[src/rtl/tx_control_se.sv]
// Transmit-side sequencer: captures an N_BYTES-wide ALU result on trigger_tx and feeds it
// byte by byte to uart_tx using a tx_start / tx_busy handshake.
module tx_control_se #(
    parameter int N_BYTES    = 2,
    parameter bit MSB_FIRST  = 1'b0,
    parameter int GAP_CYCLES = 0
) (
    input  logic                   CLK100MHZ,
    input  logic                   CPU_RESET,
    input  logic                   trigger_tx,
    input  logic [8*N_BYTES-1:0]   result,
    input  logic                   tx_busy,
    output logic [7:0]             tx_data,
    output logic                   tx_start,
    output logic                   busy,
    output logic                   tx_done,
    output logic                   trig_overrun,
    output logic [2:0]             c_state
);

    localparam int W     = 8 * N_BYTES;
    localparam int IDX_W = (N_BYTES > 1) ? $clog2(N_BYTES) : 1;
    localparam int GAP_W = (GAP_CYCLES > 0) ? $clog2(GAP_CYCLES + 1) : 1;

    localparam logic [IDX_W-1:0] LAST_IDX = IDX_W'(N_BYTES - 1);
    localparam logic [IDX_W-1:0] IDX_ONE  = IDX_W'(1);
    localparam logic [GAP_W-1:0] GAP_INIT = GAP_W'(GAP_CYCLES);
    localparam logic [GAP_W-1:0] GAP_ONE  = GAP_W'(1);

    typedef enum logic [2:0] {
        IDLE      = 3'd0,
        START     = 3'd1,
        WAIT_ACK  = 3'd2,
        WAIT_DONE = 3'd3,
        GAP       = 3'd4,
        DONE      = 3'd5
    } state_t;

    state_t           state_reg, state_next;
    logic [IDX_W-1:0] idx_reg,   idx_next;
    logic [GAP_W-1:0] gap_reg,   gap_next;
    logic [W-1:0]     shift_reg, shift_next;
    logic [7:0]       data_reg,  data_next;
    logic             ovr_reg,   ovr_next;

    // The byte to send next always sits at the "front" end of the shift register.
    function automatic logic [7:0] front_byte(input logic [W-1:0] v);
        if (MSB_FIRST)
            return v[W-1 -: 8];
        else
            return v[7:0];
    endfunction

    function automatic logic [W-1:0] advance(input logic [W-1:0] v);
        if (MSB_FIRST)
            return v << 8;
        else
            return v >> 8;
    endfunction

    always_ff @(posedge CLK100MHZ or posedge CPU_RESET) begin
        if (CPU_RESET) begin
            state_reg <= IDLE;
            idx_reg   <= '0;
            gap_reg   <= '0;
            shift_reg <= '0;
            data_reg  <= '0;
            ovr_reg   <= 1'b0;
        end else begin
            state_reg <= state_next;
            idx_reg   <= idx_next;
            gap_reg   <= gap_next;
            shift_reg <= shift_next;
            data_reg  <= data_next;
            ovr_reg   <= ovr_next;
        end
    end

    always_comb begin
        state_next = state_reg;
        idx_next   = idx_reg;
        gap_next   = gap_reg;
        shift_next = shift_reg;
        data_next  = data_reg;
        // Any trigger outside IDLE is dropped, including the DONE cycle.
        ovr_next   = ovr_reg | (trigger_tx && (state_reg != IDLE));

        case (state_reg)
            IDLE: begin
                if (trigger_tx) begin
                    data_next  = front_byte(result);
                    shift_next = advance(result);
                    idx_next   = '0;
                    state_next = START;
                end
            end
            START: begin
                state_next = WAIT_ACK;
            end
            WAIT_ACK: begin
                if (tx_busy)
                    state_next = WAIT_DONE;
            end
            WAIT_DONE: begin
                if (!tx_busy) begin
                    if (idx_reg == LAST_IDX) begin
                        state_next = DONE;
                    end else begin
                        idx_next = idx_reg + IDX_ONE;
                        if (GAP_CYCLES > 0) begin
                            gap_next   = GAP_INIT;
                            state_next = GAP;
                        end else begin
                            data_next  = front_byte(shift_reg);
                            shift_next = advance(shift_reg);
                            state_next = START;
                        end
                    end
                end
            end
            GAP: begin
                gap_next = gap_reg - GAP_ONE;
                if (gap_reg == GAP_ONE) begin
                    data_next  = front_byte(shift_reg);
                    shift_next = advance(shift_reg);
                    state_next = START;
                end
            end
            DONE: begin
                state_next = IDLE;
            end
            default: begin
                state_next = IDLE;
            end
        endcase
    end

    assign tx_data      = data_reg;
    assign tx_start     = (state_reg == START);
    assign tx_done      = (state_reg == DONE);
    assign busy         = (state_reg != IDLE);
    assign trig_overrun = ovr_reg;
    assign c_state      = state_reg;

endmodule

[config.mk]
export PLATFORM = sky130hd
export DESIGN_NAME = tx_control_se
export DESIGN_NICKNAME = d
export VERILOG_FILES = /design/src/rtl/tx_control_se.sv
export SDC_FILE = /design/constraint.sdc
export NUM_CORES = 1
export LEC_CHECK = 0
export BUFFER_PORTS_ARGS = -buffer_cell sky130_fd_sc_hd__buf_2
export CORE_AREA = 2 2 59 61
export DETAILED_ROUTE_END_ITERATION = 8
export DIE_AREA = 0 0 61 63
export PLACE_DENSITY = 0.67
export SLEW_MARGIN = 40
export SYNTH_ARGS = -nofsm -noshare
export SYNTH_HDL_FRONTEND = slang
export SYNTH_SLANG_ARGS = --single-unit
export TNS_END_PERCENT = 5
[constraint.sdc]
create_clock -name CLK100MHZ -period 2.06 [get_ports CLK100MHZ]
set_clock_uncertainty 0.1 [all_clocks]
set_input_delay 0.103 -clock CLK100MHZ [delete_from_list [all_inputs] [get_ports CLK100MHZ]]
set_output_delay 0.103 -clock CLK100MHZ [all_outputs]
set_load 0.02 [all_outputs]
# Word-level counts from Yosys, hierarchy flattened
# Index checks and enable logic that the tools add are counted.
[word_totals]
inputBits = 20
output_inout_bits = 15
word_cells = 47
ff_bits = 30
[op_classes]
mux = 20
add_sub_neg = 2
n_bitwise = 1
reduce_logical = 8
n_eq_ne = 10
[ops]
columns = ["op", "count"]
rows = [
  ["16-bit 2-to-1 mux", 4],
  ["16-bit case mux with 3 select lines", 1],
  ["8-bit 2-to-1 mux", 4],
  ["8-bit case mux with 3 select lines", 1],
  ["3-bit 2-to-1 mux", 5],
  ["3-bit case mux with 5 select lines", 1],
  ["2-bit inequality test (second input constant)", 5],
  ["3-bit by 2-bit == test with 1-bit output (second input constant)", 2],
  ["3-bit == test (second input constant)", 2],
  ["3-bit nonzero test", 2],
  ["5-bit AND reduction", 1],
  ["4-bit AND reduction", 1],
  ["3-bit by 1-bit == test with 1-bit output (second input constant)", 1],
  ["3-bit logical NOT", 1],
  ["1-bit 2-to-1 mux", 3],
  ["3-bit AND reduction", 1],
  ["1-bit case mux with 2 select lines", 1],
  ["2-bit nonzero test", 1],
  ["1-bit adder (second input constant)", 1],
  ["1-bit logical AND", 1],
  ["1-bit OR", 1],
  ["1-bit subtractor (second input constant)", 1],
]

# Depth between registers and ports, before layout
# Gate-level depths: netlist of the first run.
[depth]
word_depth = 4
mapped_depth = 6
ltp_nobuf = 4

# Least setup slack after synthesis of the first run
# Ideal clock, no wire load.
[synth_timing]
kind = "reg-to-reg"
start = "register state_reg[1] (netlist: c_state[1])"
end = "register data_reg[6] (netlist: tx_data[6])"
n_path_buf = 2
arrival_ps = 1853
t_required_ps = 1835
synth_period_minus_slack_ps = 2078
setup_ps = 125
path_slack_ps = -18
stages_incl_launch_ff = 7
path_cell_list = "dfrtp_1 > buf_2 > and3b_4 > a21oi_2 > buf_6 > mux2_2 > mux2_4"
[synth_via]
elab_chain_len = 3
word_cells_on_any_way = 10
classes_between = "eq/ne (6); mux (1); reduce/logical (3)"
[synth_rtl]
columns = ["element", "line", "text"]
rows = [
  ["start, declared", "39", "state_t state_reg, state_next;"],
  ["start signal, assigned", "70", "state_reg <= state_next;"],
  ["3-bit by 2-bit == test with 1-bit output, or another cell as far along", "88", "case (state_reg)"],
  ["2-bit inequality test (no source line) or 3-bit nonzero test (tied branches)", "--", ""],
  ["5-bit AND reduction (no source line)", "--", ""],
  ["end signal, assigned", "74", "data_reg <= data_next;"],
  ["end, declared", "43", "logic [7:0] data_reg, data_next;"],
]
# Several ways; a longest one is shown, not always the timed one.
# A chain may end at the register's enable or synchronous reset.

# Worst setup path in the final report of the first run
[layout_timing]
start = "register state_reg[1] (netlist: c_state[1])"
end = "register data_reg[5] (netlist: tx_data[5])"
# Same word-level chain as after synthesis.

==> results of run 1 <==
## cell usage after synthesis, drive strengths merged
master / number
nor2: 3
nand2b: 1
a221oi: 1
nor2b: 1
dfrtp: 22
mux2: 16
xnor2: 1
o21ai: 4
o21a: 1
a21o: 1
and3b: 1
nand3: 1
buf: 4
inv: 10
mux2i: 9
or3: 1
o22ai: 1
a211oi: 1
a21oi: 2
or2b: 1
nand2: 13
## layer usage
metal / wire length (um) / global-route usage (%)
met1: 1006 / 16.47
met2: 1056 / 20.83
met3: 120 / 2.692
met4: 10 / 5.978
met5: 0 / 0
## worst paths after layout
| kind | to | slack (ns) |
|---|---|---|
| worst max register to register | tx_data[5]$_DFFE_PP0P_ | 0.16 |
| worst min register to register | trig_overrun$_DFF_PP0_ | 0.37 |
| max in group asynchronous | idx_reg$_DFFE_PP0P_ | 1.30 |
| worst min-delay path | tx_data[0]$_DFFE_PP0P_ | 0.06 |
| worst max-delay path | tx_data[5]$_DFFE_PP0P_ | 0.16 |
| min in group asynchronous | trig_overrun$_DFF_PP0_ | 0.25 |
## where the power goes
group          internal [mW]  leakage [nW]  switching, mW  total [mW]
combinational          0.659         0.428          0.658        1.32
clock                  0.108        0.0210          0.120       0.228
sequential             0.637         0.262          0.148       0.785
## cells by family after synthesis
group	Yosys count
muxes	25
DFF	22
and+or+nand+nor	22
buffers and inverters	14
AOI/OAI and AO/OA	11
xor gates and xnor gates	1
## worst min-delay path, delay by kind of cell
| kind | cells | cell delay, ns |
|---|---|---|
| buf+inv | 1 | 0.07 |
| mux | 2 | 0.25 |
## cell type report
| class | instances | area share, % |
|---|---|---|
| Tap cell | 46 | 3.843 |
| Inverter | 10 | 2.506 |
| Sequential cell | 22 | 36.76 |
| Clock buffer | 4 | 2.423 |
| Timing Repair Buffer | 47 | 21.22 |
| Multi-Input combinational cell | 59 | 33.25 |
## stage by stage
stage          instances  utilization [%]  hold slack [ns]
3_3_place_gp         174            42.12           0.1922
4_1_cts              188            46.34          0.04623
2_1_floorplan         95                -        -0.007774
6_report             188            46.34          0.06012
3_5_place_dp         174            42.12           0.2190
5_1_grt              188            46.34          0.04003
==> impl_metrics.json, run 1 <==
{
  "synth_largest_area_cell": "dfrtp_1",
  "ir_drop_mv": 0.6134,
  "die_h_um": 63,
  "crit_start": "c_state[1]$_DFFE_PP0P_",
  "synth_top_area_share_pct": 49.38,
  "wl_per_cell_um": 11.67,
  "antenna_found_initial": 0,
  "clock_tree.root_cell": "clkbuf_4",
  "first_pass_iters": 4,
  "period_minus_slack_ns": 1.904,
  "synth_warnings": 0,
  "crit_type": "register to register",
  "ys_ff_latch": 22,
  "synth_fp_nets": 115,
  "post_dp_cell_area_um2": 1361,
  "cp-end-kind": "register",
  "cts.clk_slew.worst_paths_ns": 0.11,
  "grt_pass1_vias": 887,
  "area_growth_pct": 34.34,
  "final_common_cell": "buf_2",
  "timing.setup.tns_ns": 0,
  "core_um2": 3232,
  "cts_tree": "built",
  "cp-start-kind": "register",
  "hp-class": "input pin to register",
  "synth-xor-area-share_pct": 0.7856,
  "synth_area_leaders": "dfrtp_1 (49%), mux2_2 (14%), mux2i_1 (8.1%)",
  "synth_top_family_by_area": "multiplexers",
  "io_pins": 35,
  "dieArea_um2": 3843,
  "crit-reg2reg-launch": "c_state[1]$_DFFE_PP0P_",
  "period_share_pct": 92.45,
  "arrival_ns": 2.00,
  "outcome": "completed",
  "multi_input_area_um2": 498.0,
  "finalMaxSlewViolations": 0,
  "path_buf_inv": 1,
  "hold_depth": 3,
  "post-place-ws_ns": 0.1610,
  "crit_chain": "and3b_4 > a21oi_2 > a221oi_4 > buf_12 > mux2_2",
  "holdCritStartpoint": "result[0]",
  "grt_pass1_wl_um": 3815,
  "r2r.worst_path.cells": 5,
  "gr-total-overflow": 0,
  "clkLatencyLatePin_ns": 0.29,
  "regArea_um2": 550.5,
  "cts_max_path_buffers": 2,
  "rows": 21,
  "drive_above_1_share_pct": 44.37,
  "grtUsageTotal_pct": 13.04,
  "total_power_mw": 2.329,
  "worst-path-max-fanout": 16,
  "dp_hpwl_um": 1608,
  "p_per_area_nw_per_um2": 1555,
  "chipWidth_um": 61,
  "cts_buffers": 3,
  "critical_path_depth": 5,
  "synth_fa_ha_area_share_pct": 0,
  "postCtsSetupRepairBufs": 0,
  "final_cell_area_um2": 1498,
  "setup_viol": 0,
  "n_fill_cell": 316,
  "worst_slew_pin_slew_ns": 0.4574,
  "cts.sinks": 22,
  "diodes": 0,
  "synth_compound_area_share_pct": 8.305,
  "cts_htree_levels": 1,
  "vias": 829,
  "grt_max_degree": 23,
  "p_leak_nw": 0.7112,
  "drc_errors": 0,
  "gp_congestion": 0.8386,
  "fmax_mhz": 525.1,
  "initial_core_util_pct": 34.49,
  "rsz0062_at_grt": "no",
  "synth_cells": 95,
  "path_delay_family": "flip-flops",
  "cp.required_ns": 2.15,
  "io_buffers": 34,
  "drv_cap": 0,
  "cts.repair.resized": 0,
  "synth-simple-area-share_pct": 9.989,
  "cp_slowest_cell": "dfrtp_1",
  "hold_buffers": 10,
  "final_cell_mix": "buf_2 (34), dfrtp_1 (22), mux2_2 (14)",
  "maxSlewHeadroom_pct": 69.46,
  "drtAntennaViolNets": 0,
  "fin_nets": 163,
  "drt_iter0_markers": 56,
  "hold_viol": 0,
  "setup_slack_ns": 0.1556,
  "synthMuxAreaShare_pct": 24.92,
  "ys_seq_area_share_pct": 49.38,
  "syn-cell-area_um2": 1115,
  "avgSynthCellArea_um2": 11.73,
  "routed_wl_um": 2194,
  "synth.distinct_cells": 25,
  "cp_slowest_stage_delay_ns": 0.55,
  "routed_via_density": 4.410
}
No activity file was read; power rests on OpenSTA's default activity.
==> inputs of run 2 (changes only) <==
- PLACE_DENSITY: 0.67 -> default
==> impl_metrics.json, run 2 (synthesized netlist as in run 1, its figures left out) <==
{
  "outcome": "completed",
  "drt_iter0_markers": 38,
  "crit_start": "c_state[0]$_DFFE_PP0P_",
  "setup_slack_ns": 0.1728,
  "clock_tree.root_cell": "clkbuf_4",
  "cts.sinks": 22,
  "r2r.worst_path.cells": 5,
  "final_common_cell": "buf_2",
  "drtAntennaViolNets": 0,
  "area_growth_pct": 36.48,
  "post-place-ws_ns": 0.1792,
  "crit_type": "register to register",
  "grt_max_degree": 23,
  "cts_tree": "built",
  "cts_max_path_buffers": 2,
  "cts.repair.resized": 0,
  "p_leak_nw": 0.7229,
  "antenna_found_initial": 0,
  "hp-class": "input pin to register",
  "io_buffers": 34,
  "grt_pass1_wl_um": 3857,
  "final_cell_area_um2": 1521,
  "cts_htree_levels": 1,
  "final_cell_mix": "buf_2 (34), dfrtp_1 (22), mux2_2 (14)",
  "die_h_um": 63,
  "gp_congestion": 0.8662,
  "cts.clk_slew.worst_paths_ns": 0.12,
  "dp_hpwl_um": 1693,
  "cp_slowest_stage_delay_ns": 0.53,
  "initial_core_util_pct": 34.49,
  "first_pass_iters": 4,
  "fin_nets": 164,
  "drive_above_1_share_pct": 44.76,
  "r2r_slack_ns": 0.17,
  "arrival_ns": 1.99,
  "clkLatencyLatePin_ns": 0.31,
  "rr_endpoint": "tx_data[2]$_DFFE_PP0P_",
  "cts_buffers": 3,
  "period_minus_slack_ns": 1.887,
  "routed_wl_um": 2274,
  "hold_viol": 0,
  "worst_slew_pin_slew_ns": 0.4587,
  "grt_pass1_vias": 880,
  "routed_via_density": 4.556,
  "cp_slowest_cell": "dfrtp_1",
  "setup_viol": 0,
  "wl_per_cell_um": 12.03,
  "vias": 861,
  "cp-end-kind": "register",
  "fin_util_pct": 47.08,
  "timing.setup.tns_ns": 0,
  "finalMaxSlewViolations": 0,
  "whs_endpoint": "tx_data[0]$_DFFE_PP0P_",
  "ir_drop_mv": 0.7751,
  "cp-start-kind": "register",
  "fmax_mhz": 529.9,
  "rsz0062_at_grt": "no",
  "drc_errors": 0,
  "gr-total-overflow": 0,
  "drv_cap": 0,
  "io_pins": 35,
  "post_dp_cell_area_um2": 1369,
  "n_fill_cell": 312,
  "rows": 21,
  "holdCritStartpoint": "result[0]",
  "crit_chain": "and3b_4 > a21oi_2 > a221oi_4 > buf_12 > mux2_2",
  "maxSlewHeadroom_pct": 69.37,
  "core_um2": 3232,
  "worst-path-max-fanout": 16,
  "cp.required_ns": 2.17,
  "hold_depth": 3,
  "period_share_pct": 91.61,
  "diodes": 0,
  "p_per_area_nw_per_um2": 1608,
  "grtUsageTotal_pct": 13.21,
  "multi_input_area_um2": 498.0,
  "regArea_um2": 550.5,
  "dieArea_um2": 3843,
  "chipWidth_um": 61,
  "total_power_mw": 2.447,
  "crit-reg2reg-launch": "c_state[0]$_DFFE_PP0P_"
}
==> run 2: routing by layer <==
layer  share of wire (%)  wire length (um)  vias to the layer above  track usage, %
met1                  43               989                      411           15.95
met5                   0                 0                        -               0
met2                  48              1100                       31           21.77
met3                 7.4               169                        2           5.176
li1                    -                 -                      417               -
met4                0.62                14                        0           2.989
==> run 2: cell type report <==
cell class	instances	share of cell area, %
flip-flops and latches	22	36.18
clock inverters	1	1.974
repair buffers	48	21.38
clock buffers	3	1.480
inverters	10	2.467
well taps	46	3.783
multi-input cells	59	32.73
==> run 2: how the worst max path moves through the flow <==
stage	endpoint	cells after the start
floorplan	tx_data[6]$_DFFE_PP0P_	6
global placement	tx_data[3]$_DFFE_PP0P_	5
detailed placement	tx_data[2]$_DFFE_PP0P_	5
CTS	tx_data[2]$_DFFE_PP0P_	5
global route	tx_data[2]$_DFFE_PP0P_	5
finish	tx_data[2]$_DFFE_PP0P_	5
==> run 2: worst max-delay path: cells and delay by family, from the launching register on <==
kind / cells / cell delay, ns
mux: 1 / 0.34
compound gates: 2 / 0.30
flops: 1 / 0.53
buf+inv: 1 / 0.20
simple gates: 1 / 0.30
==> run 2: power breakdown <==
group | total, mW | switching [mW] | internal, mW | leakage, nW
Clock | 0.327 | 0.130 | 0.197 | 0.0279
Combinational | 1.34 | 0.668 | 0.671 | 0.433
Sequential | 0.781 | 0.143 | 0.637 | 0.262
Total | 2.45 | 0.942 | 1.50 | 0.723
==> run 2: through the flow <==
stage,hold slack [ns],cells
2_1_floorplan,-0.007774,95
3_3_place_gp,0.2087,175
3_5_place_dp,0.04638,175
4_1_cts,0.03267,189
5_1_grt,0.02561,189
6_report,0.04379,189
==> run 2: what timing repair did <==
| action | in CTS | in global routing |
|---|---|---|
| endpoints found under the hold margin | 31 | 0 |
| setup buffers | 0 | 0 |
| hold buffers | 10 | 0 |
| setup endpoints to repair | 0 | 0 |
==> inputs of run 3 (changes only) <==
- RECOVER_POWER: default -> 50
==> impl_metrics.json, run 3 (synthesized netlist as in run 1, its figures left out) <==
{
  "vias": 863,
  "timing.setup.tns_ns": 0,
  "crit_chain": "and3b_4 > a21oi_2 > a221oi_4 > buf_12 > mux2_2",
  "maxSlewHeadroom_pct": 44.91,
  "setup_viol": 0,
  "drt_iter0_markers": 38,
  "routed_wl_um": 2275,
  "chipWidth_um": 61,
  "grt_pass1_vias": 880,
  "diodes": 0,
  "routed_via_density": 4.566,
  "cp.required_ns": 2.17,
  "io_buffers": 34,
  "path_delay_family": "flip-flops",
  "cp_slowest_stage_delay_ns": 0.53,
  "core_um2": 3232,
  "first_pass_iters": 4,
  "crit-reg2reg-launch": "c_state[0]$_DFFE_PP0P_",
  "outcome": "completed",
  "cp-end-kind": "register",
  "antenna_found_initial": 0,
  "drtAntennaViolNets": 0,
  "drc_errors": 0,
  "gr-total-overflow": 0,
  "arrival_ns": 1.99,
  "grt_max_degree": 23,
  "cts_buffers": 3,
  "io_pins": 35,
  "dp_hpwl_um": 1693,
  "cts_max_path_buffers": 2,
  "rows": 21,
  "ir_drop_mv": 0.7748,
  "area_growth_pct": 35.80,
  "grtUsageTotal_pct": 13.21,
  "final_common_cell": "buf_2",
  "wl_per_cell_um": 12.04,
  "cts_tree": "built",
  "cts_htree_levels": 1,
  "drive_above_1_share_pct": 39.86,
  "crit_start": "c_state[0]$_DFFE_PP0P_",
  "clock_tree.root_cell": "clkbuf_4",
  "finalMaxSlewViolations": 0,
  "worst-path-max-fanout": 16,
  "die_h_um": 63,
  "initial_core_util_pct": 34.49,
  "p_per_area_nw_per_um2": 1608,
  "drv_cap": 0,
  "hold_viol": 0,
  "holdCritStartpoint": "result[0]",
  "hp-class": "input pin to register",
  "path_buf_inv": 1,
  "cp-start-kind": "register",
  "cts.clk_slew.worst_paths_ns": 0.12,
  "period_share_pct": 91.61,
  "fmax_mhz": 529.9,
  "worst_slew_pin_slew_ns": 0.8254,
  "final_cell_mix": "buf_2 (28), dfrtp_1 (22), mux2_2 (14)",
  "dieArea_um2": 3843,
  "crit_type": "register to register",
  "grt_pass1_wl_um": 3857,
  "cts.sinks": 22,
  "timing.hold.ws_ns": 0.04379,
  "fin_nets": 164,
  "p_leak_nw": 0.7081,
  "postCtsSetupRepairBufs": 0,
  "gp_congestion": 0.8662,
  "period_minus_slack_ns": 1.887,
  "rsz0062_at_grt": "no",
  "cp_slowest_cell": "dfrtp_1",
  "clkLatencyLatePin_ns": 0.31
}
-- run 3: final timing paths --
| path | end | slack (ns) | depth (start not counted) |
|---|---|---|---|
| setup / recovery | tx_data[2]$_DFFE_PP0P_ | 0.17 | 5 |
| hold / removal | tx_data[0]$_DFFE_PP0P_ | 0.04 | 3 |
| setup reg to reg | tx_data[2]$_DFFE_PP0P_ | 0.17 | 5 |
| hold reg to reg | trig_overrun$_DFF_PP0_ | 0.37 | 1 |
| max in group asynchronous | tx_data[3]$_DFFE_PP0P_ | 0.97 | 3 |
| min in group asynchronous | tx_data[6]$_DFFE_PP0P_ | 0.38 | 3 |
-- run 3: through the flow --
step	instance area [um^2]	instances	total power, mW	util [%]	setup WS (ns)
5_1_grt	1514	189	2.619	46.84	0.1091
3_5_place_dp	1369	175	2.135	42.35	0.1792
4_1_cts	1521	189	2.485	47.08	0.1541
3_3_place_gp	1369	175	2.084	42.35	0.2311
6_report	1514	189	2.434	46.84	0.1729
2_1_floorplan	1122	95	1.763	-	0.01958
-- run 3: timing repair --
action	in CTS	in global routing
hold buffers	10	0
endpoints found under the setup margin	0	0
endpoints found under the hold margin	31	0
resized for setup	0	0
-- run 3: power breakdown --
| part | total (mW) | switching [mW] | internal [mW] |
|---|---|---|---|
| registers | 0.782 | 0.144 | 0.637 |
| logic | 1.33 | 0.668 | 0.657 |
| clock network | 0.327 | 0.130 | 0.197 |
| total | 2.43 | 0.943 | 1.49 |
-- run 3: layout make-up --
type,instances,area [um^2]
repair buffers,48,317.8
multi-input cells,59,498.0
clock inverters,1,30.03
flip-flops and latches,22,550.5
inverters,10,37.54
fillers,315,1718
well taps,46,57.56
clock buffers,3,22.52
-- run 3: tightest hold or removal path, cell delays in order --
cell	delay (ns)
buf_2	0.07
mux2_2	0.12
mux2_2	0.13
-- run 3: per-layer routing --
| layer | global-route usage, % | share of wire, % | vias to the layer above |
|---|---|---|---|
| li1 | - | - | 418 |
| met1 | 15.95 | 44 | 412 |
| met2 | 21.77 | 48 | 31 |
| met3 | 5.176 | 7.4 | 2 |
| met4 | 2.989 | 0.62 | 0 |
| met5 | 0 | 0 | - |
